`config.mk`:
```
export PLATFORM = sky130hd
export DESIGN_NAME = l1_cache_dm
export DESIGN_NICKNAME = d
export VERILOG_FILES = /design/src/rtl/cache_types_pkg.sv /design/src/rtl/cache_array.sv /design/src/rtl/l1_cache_dm.sv
export SDC_FILE = /design/constraint.sdc
export NUM_CORES = 2
export LEC_CHECK = 0
export CAP_MARGIN = 5
export CORE_ASPECT_RATIO = 1.4
export CORE_MARGIN = 5
export CORE_UTILIZATION = 35
export CTS_BUF_LIST = sky130_fd_sc_hd__clkbuf_8 sky130_fd_sc_hd__clkbuf_16
export CTS_CLUSTER_DIAMETER = 30
export DETAILED_ROUTE_END_ITERATION = 10
export PLACE_DENSITY = 0.63
export SYNTH_ARGS = -nofsm -noshare
export SYNTH_HDL_FRONTEND = slang
export SYNTH_SLANG_ARGS = --single-unit
```
`constraint.sdc`:
```
create_clock -name clk -period 91.5 [get_ports clk]
set_input_delay 13.725 -clock clk [delete_from_list [all_inputs] [get_ports clk]]
set_output_delay 13.725 -clock clk [all_outputs]
set_load 0.02 [all_outputs]
```
`src/rtl/cache_types_pkg.sv`:
```
// -----------------------------------------------------------------------------
// cache_types_pkg
// Shared types and constants for the direct-mapped L1 cache:
//   OFFSET_BITS / LINE_BITS / WORD_BITS  line geometry (16-byte lines, 16-bit words)
//   line_t                               one 128-bit cache line
//   cache_state_t                        controller states
//   merge_word()                         byte-lane merge of CPU write data into a line
// -----------------------------------------------------------------------------
package cache_types_pkg;

   localparam int OFFSET_BITS = 4;
   localparam int LINE_BITS   = 128;
   localparam int WORD_BITS   = 16;

   typedef logic [LINE_BITS-1:0] line_t;

   typedef enum logic [1:0] {
      CHECK     = 2'd0,
      WRITEBACK = 2'd1,
      ALLOCATE  = 2'd2
   } cache_state_t;

   // Replace the enabled bytes of word w; all other bits of the line are kept.
   function automatic line_t merge_word(input line_t                line,
                                        input logic [2:0]           w,
                                        input logic [WORD_BITS-1:0] wdata,
                                        input logic [1:0]           be);
      line_t res;
      res = line;
      for (int b = 0; b < 2; b++) begin
         if (be[b]) begin
            res[int'(w)*WORD_BITS + b*8 +: 8] = wdata[b*8 +: 8];
         end
      end
      return res;
   endfunction

endpackage

```
`src/rtl/cache_array.sv`:
```
// -----------------------------------------------------------------------------
// cache_array
// Flop array of NUM_SETS entries, WIDTH bits each. Asynchronous active-high
// clear, one synchronous write port, combinational read at the same index.
//   clk, rst     clock / asynchronous clear of every entry
//   we_i         write enable
//   idx_i        entry index, shared by read and write
//   wdata_i      write data
//   rdata_o      entry idx_i, combinational
// -----------------------------------------------------------------------------
module cache_array #(
   parameter int WIDTH    = 1,
   parameter int NUM_SETS = 8
) (
   input  logic                        clk,
   input  logic                        rst,
   input  logic                        we_i,
   input  logic [$clog2(NUM_SETS)-1:0] idx_i,
   input  logic [WIDTH-1:0]            wdata_i,
   output logic [WIDTH-1:0]            rdata_o
);

   logic [WIDTH-1:0] mem_q [NUM_SETS];

   always_ff @(posedge clk or posedge rst) begin
      if (rst) begin
         for (int i = 0; i < NUM_SETS; i++) begin
            mem_q[i] <= '0;
         end
      end else if (we_i) begin
         mem_q[idx_i] <= wdata_i;
      end
   end

   assign rdata_o = mem_q[idx_i];

endmodule

```
`src/rtl/l1_cache_dm.sv`:
```
// -----------------------------------------------------------------------------
// l1_cache_dm
// Direct-mapped, write-back, write-allocate L1 cache (16-bit CPU words,
// 128-bit lines to the arbiter).
//   CPU side : mem_read, mem_write, mem_byte_enable, mem_address, mem_wdata
//              -> mem_rdata, mem_resp (hit responds in the same cycle)
//   Mem side : pmem_read, pmem_write, pmem_address, pmem_wdata
//              <- pmem_rdata, pmem_resp
// Address: [3:1] word, [3+log2(NUM_SETS):4] index, remaining upper bits tag.
// -----------------------------------------------------------------------------
module l1_cache_dm
   import cache_types_pkg::*;
#(
   parameter int NUM_SETS = 8
) (
   input  logic          clk,
   input  logic          rst,
   input  logic          mem_read,
   input  logic          mem_write,
   input  logic [1:0]    mem_byte_enable,
   input  logic [15:0]   mem_address,
   input  logic [15:0]   mem_wdata,
   output logic [15:0]   mem_rdata,
   output logic          mem_resp,
   output logic          pmem_read,
   output logic          pmem_write,
   output logic [15:0]   pmem_address,
   output logic [127:0]  pmem_wdata,
   input  logic [127:0]  pmem_rdata,
   input  logic          pmem_resp
);

   localparam int IDX_BITS = $clog2(NUM_SETS);
   localparam int TAG_BITS = 16 - OFFSET_BITS - IDX_BITS;

   cache_state_t        state_q, state_d;

   logic [IDX_BITS-1:0] idx;
   logic [TAG_BITS-1:0] req_tag, line_tag;
   logic [2:0]          word_sel;
   line_t               line_data, data_wdata;
   logic                line_valid, line_dirty;
   logic                req, hit, wr_hit, fill, wb_done;
   logic                data_we, dirty_we;
   logic                addr_unused;

   assign idx         = mem_address[OFFSET_BITS +: IDX_BITS];
   assign req_tag     = mem_address[15 -: TAG_BITS];
   assign word_sel    = mem_address[3:1];
   assign addr_unused = mem_address[0];

   // Read+write together is treated as a write; mem_write alone selects the merge.
   assign req     = mem_read | mem_write;
   assign hit     = req & line_valid & (line_tag == req_tag);
   assign wr_hit  = (state_q == CHECK) & hit & mem_write;
   assign fill    = (state_q == ALLOCATE) & pmem_resp;
   assign wb_done = (state_q == WRITEBACK) & pmem_resp;

   assign data_we    = wr_hit | fill;
   assign data_wdata = fill ? pmem_rdata
                            : merge_word(line_data, word_sel, mem_wdata, mem_byte_enable);
   // Dirty is set by a write hit and cleared by both writeback and fill completion.
   assign dirty_we   = wr_hit | wb_done | fill;

   cache_array #(.WIDTH(LINE_BITS), .NUM_SETS(NUM_SETS)) u_data (
      .clk(clk), .rst(rst), .we_i(data_we), .idx_i(idx),
      .wdata_i(data_wdata), .rdata_o(line_data));

   cache_array #(.WIDTH(TAG_BITS), .NUM_SETS(NUM_SETS)) u_tag (
      .clk(clk), .rst(rst), .we_i(fill), .idx_i(idx),
      .wdata_i(req_tag), .rdata_o(line_tag));

   cache_array #(.WIDTH(1), .NUM_SETS(NUM_SETS)) u_valid (
      .clk(clk), .rst(rst), .we_i(fill), .idx_i(idx),
      .wdata_i(1'b1), .rdata_o(line_valid));

   cache_array #(.WIDTH(1), .NUM_SETS(NUM_SETS)) u_dirty (
      .clk(clk), .rst(rst), .we_i(dirty_we), .idx_i(idx),
      .wdata_i(wr_hit), .rdata_o(line_dirty));

   assign mem_rdata = line_data[int'(word_sel)*WORD_BITS +: WORD_BITS];

   always_ff @(posedge clk or posedge rst) begin
      if (rst) begin
         state_q <= CHECK;
      end else begin
         state_q <= state_d;
      end
   end

   always_comb begin
      state_d = state_q;
      case (state_q)
         CHECK: begin
            if (req && !hit) begin
               state_d = (line_valid && line_dirty) ? WRITEBACK : ALLOCATE;
            end
         end
         WRITEBACK: begin
            if (pmem_resp) state_d = ALLOCATE;
         end
         ALLOCATE: begin
            if (pmem_resp) state_d = CHECK;
         end
         default: state_d = CHECK;
      endcase
   end

   always_comb begin
      mem_resp     = 1'b0;
      pmem_read    = 1'b0;
      pmem_write   = 1'b0;
      pmem_address = '0;
      pmem_wdata   = '0;
      case (state_q)
         CHECK: begin
            mem_resp = hit;
         end
         WRITEBACK: begin
            pmem_write   = 1'b1;
            pmem_address = {line_tag, idx, 4'h0};
            pmem_wdata   = line_data;
         end
         ALLOCATE: begin
            pmem_read    = 1'b1;
            pmem_address = {req_tag, idx, 4'h0};
         end
         default: ;
      endcase
   end

endmodule

```
# Yosys cells after proc, flatten, opt, wreduce, memory -nomap -nowiden
# Index checks and enable logic that the tools add are counted.
# W data, S select, Z words.
word_totals:
  regBits: 1114
  latch_bits: 0
  ramBits: 0
  mem_bits_ro: 0
  in_bits: 167
  out_inout_bits: 163
  wordCells: 103
  n_memories: 0
op_classes:
  addsub: 3
  n_mul: 0
  n_div: 0
  magnitude_cmp: 2
  eq_ne: 6
  n_shift: 5
  mux: 36
  n_bitwise: 12
  n_reduce_logical: 6
op_table:
  columns: ["operator", "count"]
  rows:
  - ["$bwmux W1024", 1]
  - ["$mux W128", 7]
  - ["$bmux W128 S3", 1]
  - ["$demux W128 S3", 1]
  - ["$bwmux W128", 2]
  - ["$shift A8 B33 Y128 const A", 2]
  - ["$shiftx A8 B33 Y128", 2]
  - ["$shiftx A128 B8 Y16", 1]
  - ["$bwmux W72", 1]
  - ["$neg A7 Y33", 1]
  - ["$neg A8 Y33", 1]
  - ["$pmux W16 S2", 1]
  - ["$bmux W9 S3", 1]
  - ["$demux W9 S3", 1]
  - ["$mux W9", 3]
  - ["$eq A9 B9 Y1", 1]
  - ["$add A7 B4 Y8 const B", 1]
  - ["$bwmux W8", 1]
  - ["$mux W1", 8]
  - ["$mux W2", 4]
  - ["$or A8 B8 Y8", 1]
  - ["$and A1 B1 Y1", 6]
  - ["$bmux W1 S3", 2]
  - ["$pmux W2 S3", 1]
  - ["13 further kinds", 19]

# Longest topological paths before layout
logic_depth:
  ltp_word: 10
  depth_mapped: 14
  mapped_depth_nobuf: 10

# Cells and area by module
# Synthesis repeated with hierarchy kept, for this count alone.
unflattened:
  cells_unflattened: 3732
  hier_area_um2: 55192.9
by_module_without_submodules:
  columns: ["module", "instances", "cells_per_inst", "area_per_inst_um2", "seq_area_each_um2"]
  rows:
  - ["cache_array at u_data", 1, 2626, 45366.0, 25624.6]
  - ["l1_cache_dm", 1, 852, 5512.8, 50.0]
  - ["cache_array at u_tag", 1, 192, 3388.2, 1801.7]
  - ["cache_array at u_dirty ...", 2, 31, 462.9, 200.2]

# Least setup slack after synthesis
# Ideal clock, no wire load.
synth_timing:
  path_kind: "input -> output"
  from: "in mem_address[4]"
  to: "out mem_rdata[12]"
  arrival_time_ns: 16.474
  required_ns: 77.775
  setup_slack_ns: 61.301
  stages: 12
  n_path_buf: 6
  cell_sequence: "buf_4 buf_4 buf_4 buf_2 nor3_1 clkbuf_1 buf_1 nand2_1 o221ai_1 inv_1 mux4_2 mux2i_1"
synth_via:
  elab_chain_len: 5
synth_rtl:
  columns: ["element", "line_no", "text"]
  rows:
  - ["from (decl)", "l1_cache_dm.sv:21", "input logic [15:0] mem_address,"]
  - ["$not A3 Y4 (not written as such)", "cache_array.sv:35", "assign rdata_o = mem_q[idx_i];"]
  - ["$bmux W128 S3", "cache_array.sv:35", null]
  - ["$mux W128 (not written as such) (2 in a row)", "cache_array.sv:35", null]
  - ["$shiftx A128 B8 Y16", "l1_cache_dm.sv:81", "assign mem_rdata = line_data[int'(word_sel)*WORD_BITS +: WORD_BITS];"]
  - ["to (decl)", "l1_cache_dm.sv:23", "output logic [15:0] mem_rdata,"]
# No other way between the ends. The select of a mux whose other input is x is not followed.

# Final worst setup path
layout_timing:
  from: "in mem_address[4]"
  to: "out mem_rdata[4]"
# The elaborated chain is that of the path after synthesis.

==> flow_metrics.env <==
export IMPL_crit_arrival_ns=19.26
export IMPL_power_uw=2262
export IMPL_p_per_area_nw_per_um2=33.71
export IMPL_r2r_slack_ns=85.98
export IMPL_vias=40770
export IMPL_ctsResizeCount=0
export IMPL_post_drt_via_cell_ratio=6.127
export IMPL_grt_use_met1=0.3417
export IMPL_rows=170
export IMPL_grt_pass1_vias=41170
export IMPL_drive_above_1_share=0.3197
export IMPL_postRouteAntennaNets=0
export IMPL_layout_min_cycle_time_ns=32.99
export IMPL_synth_top_cell_area_share=0.5171
export IMPL_cts_path_max_buffers=3
export IMPL_avgRoutedWirePerCell_um=31.78
export IMPL_vdd_drop_max_mv=0.01969
export IMPL_hp_class="reg2reg"
export IMPL_cts_tree="built"
export IMPL_setup_viol=0
export IMPL_final_common_cell="dfrtp_1"
export IMPL_tightest_slew_ns=1.399
export IMPL_stdcell_area_um2=67100
export IMPL_cp_top_family="buffers and inverters"
export IMPL_overflow=0
export IMPL_gp_congestion=0.9517
export IMPL_end_kind="output pin"
export IMPL_synth_edf_count=0
export IMPL_hold_buffers=0
export IMPL_dr_pass1_iters=6
export IMPL_clkLatencyLatePin_ns=0.82
export IMPL_busiest_layer="met2"
export IMPL_grt_max_degree=130
export IMPL_die_w_um=341.7
export IMPL_yosysSeqAreaShare=0.5171
export IMPL_p_leak_uw=0.02922
export IMPL_postSynthCellCount=4110
export IMPL_crit_path_top_delay_cell="o22ai_1"
export IMPL_routed_wl_um=211500
export IMPL_grt_setup_unrepaired="no"
export IMPL_cp_slowest_stage_delay_ns=0.86
export IMPL_cpMostUsedCell="buf_4"
export IMPL_crit_chain="buf_8 -> buf_4 -> buf_12 -> nor2b_4 -> buf_4 -> a22oi_1 -> o22ai_1 -> nor2_1 -> a211oi_1 -> a21oi_1 -> mux2i_1 -> clkdlybuf4s50_1"
export IMPL_grt_pass1_wl_um=300400
export IMPL_nets=4649
export IMPL_fmax_mhz=30.32
export IMPL_crit_buf_inv=5
export IMPL_start_kind="input port"
export IMPL_utilization=0.4381
export IMPL_ys_ff_latch=1114
export IMPL_p_clk_frac=0.371
export IMPL_drv_cap=0
export IMPL_synthToLayoutAreaGrowth_pct=24.45
export IMPL_path_max_fanout=86
export IMPL_critical_path_class="in2out"
export IMPL_synth_area_per_cell_um2=13.12
export IMPL_antenna_found_initial=16
export IMPL_clock_skew_ns=0.04505
export IMPL_ioPinCount=330
export IMPL_h_tree_depth=4
export IMPL_final_cell_mix="dfrtp_1 (1114), mux2_2 (814), mux2_1 (330)"
export IMPL_hold_viol_final=0
export IMPL_p_switching_uw=714.6
export IMPL_cts_buffers_inserted=222
export IMPL_status="finished, final reports clean"
export IMPL_p_comb_frac=0.267
export IMPL_fin_crit_sh=0.3605
export IMPL_synth_largest_area_cell="dfrtp_1"
export IMPL_core_area_um2=153100
export IMPL_cts_sinks=1114
export IMPL_async_reset_ff_frac=1.000
export IMPL_relSlewSlack=0.06759
export IMPL_clock_tree_root_cell="clkbuf_16"
export IMPL_placed_area_um2=59170
export IMPL_yosysWarnings=0
export IMPL_drt_iter0_drc=4635
export IMPL_power_internal_uw=1547
export IMPL_remaining_drc_errors=0
export IMPL_cts_setup_buffers=0
export IMPL_die_y_um=474.4
export IMPL_hpwl_um=136600
export IMPL_grt_usage=0.2543
export IMPL_use_met3=0.1038
export IMPL_yosys_top_cells_area="dfrtp_1 (52%), mux2_2 (17%), mux2_1 (6.9%)"
export IMPL_port_buffers=324
export IMPL_swShare=0.3159
export IMPL_start_util=0.3520
export IMPL_die_area_um2=162100
export IMPL_power_share_sequential=0.362
export IMPL_fillerInstances=13910
export IMPL_netlist_area_um2=53910
export IMPL_grt_util_met2=0.3511
export IMPL_setup_tns_ns=0
export IMPL_synth_ff_type="dfrtp_1"
export IMPL_drv_slew=0
export IMPL_synth_distinct_cells=63
export IMPL_cts_clk_slew_worst_paths_ns=0.05
export IMPL_cp_required_ns=77.78
==> metrics by stage <==
step / std cells / hold WS (ns) / worst slack, ns
global placement: 6226 / 0.4495 / 58.69
CTS: 6642 / 0.4664 / 58.68
floorplan: 4113 / 0.4340 / 46.41
finish: 6653 / 0.4654 / 58.52
detailed placement: 6227 / 0.4524 / 58.73
global route: 6643 / 0.4754 / 58.49
==> power by group through the flow <==
stage	logic, uW	clock network, uW	registers [uW]
3_5_place_dp	588	0	820
4_1_cts	591	845	814
2_1_floorplan	391	0	795
6_report	603	840	819
3_3_place_gp	573	0	805
5_1_grt	636	872	840
==> state kept, by name (all words and copies together) (netlist names) <==
name and flops:
u_valid.mem_q 8, u_dirty.mem_q 8, state_q 2, u_data.mem_q 1024, u_tag.mem_q 72
==> cell usage after synthesis (12+ instances only) <==
cell	number
mux2_1	330
buf_1	17
mux2i_1	151
nor3_1	13
mux4_2	109
nand2b_1	12
o221ai_1	49
and2_1	18
clkbuf_1	133
buf_2	96
nor2_1	244
dfrtp_1	1114
buf_6	40
nand2_1	207
a22oi_1	54
o22ai_1	48
a221oi_1	167
nor2b_1	12
buf_4	35
inv_1	18
a22o_1	28
mux2_2	814
nand3_1	28
o21ai_0	86
a21oi_1	128
==> worst register-to-register path, cell delays in order, from the launching register on <==
cell     delay (ns)
dfrtp_1        0.38
mux4_2         0.47
mux2i_1        0.25
xor2_1         0.34
nand3_1        0.11
or4_1          0.71
o21ai_4        0.25
buf_4          0.65
buf_4          1.01
buf_4          0.80
mux2_2         0.45
==> logic make-up (layout without fill, tap and decap cells) <==
family | count (synthesis) | in the layout | share of synthesized area
muxes | 1404 | 1404 | 0.3125
DFF | 1114 | 1114 | 0.5171
AOI/OAI and AO/OA | 662 | 662 | 0.08823
and+or+nand+nor | 573 | 573 | 0.04528
buffers and inverters | 343 | 894 | 0.03411
adders and majority gates | 9 | 9 | 0.002089
xor gates and xnor gates | 4 | 4 | 0.0006499
other | 1 | 15 | 0.00006955
==> worst paths after layout <==
| path | cells after the start | end | from |
|---|---|---|---|
| max reg2reg | 10 | u_data.mem_q[697]$_DFFE_PP0P_ | u_tag.mem_q[0]$_DFFE_PP0P_ |
| min reg2reg | 1 | u_valid.mem_q[7]$_DFFE_PP0P_ | u_valid.mem_q[7]$_DFFE_PP0P_ |
| max in group asynchronous | 6 | u_data.mem_q[469]$_DFFE_PP0P_ | rst |
| max | 12 | mem_rdata[4] | mem_address[4] |
| min | 1 | u_valid.mem_q[7]$_DFFE_PP0P_ | u_valid.mem_q[7]$_DFFE_PP0P_ |
| min in group asynchronous | 2 | u_data.mem_q[259]$_DFFE_PP0P_ | rst |
==> per-layer routing <==
metal	share of wire	wire length, um	up-vias
met5	0.00071	150	-
met4	0.057	11990	12
met3	0.13	28300	584
met2	0.41	85840	2652
met1	0.40	85170	21360
li1	-	-	16160
==> area by class of cell <==
| class | instances | area, um2 | share of cell area |
|---|---|---|---|
| Antenna cell | 11 | 27.53 | 0.0004103 |
| Clock buffer | 259 | 6098 | 0.09089 |
| Clock inverter | 156 | 1804 | 0.02689 |
| Inverter | 22 | 96.34 | 0.001436 |
| Multi-Input combinational cell | 2656 | 24410 | 0.3638 |
| Sequential cell | 1114 | 27880 | 0.4155 |
| Tap cell | 1978 | 2475 | 0.03689 |
| Timing Repair Buffer | 457 | 4308 | 0.06421 |
Note: power is estimated with default switching activity, not from simulation.
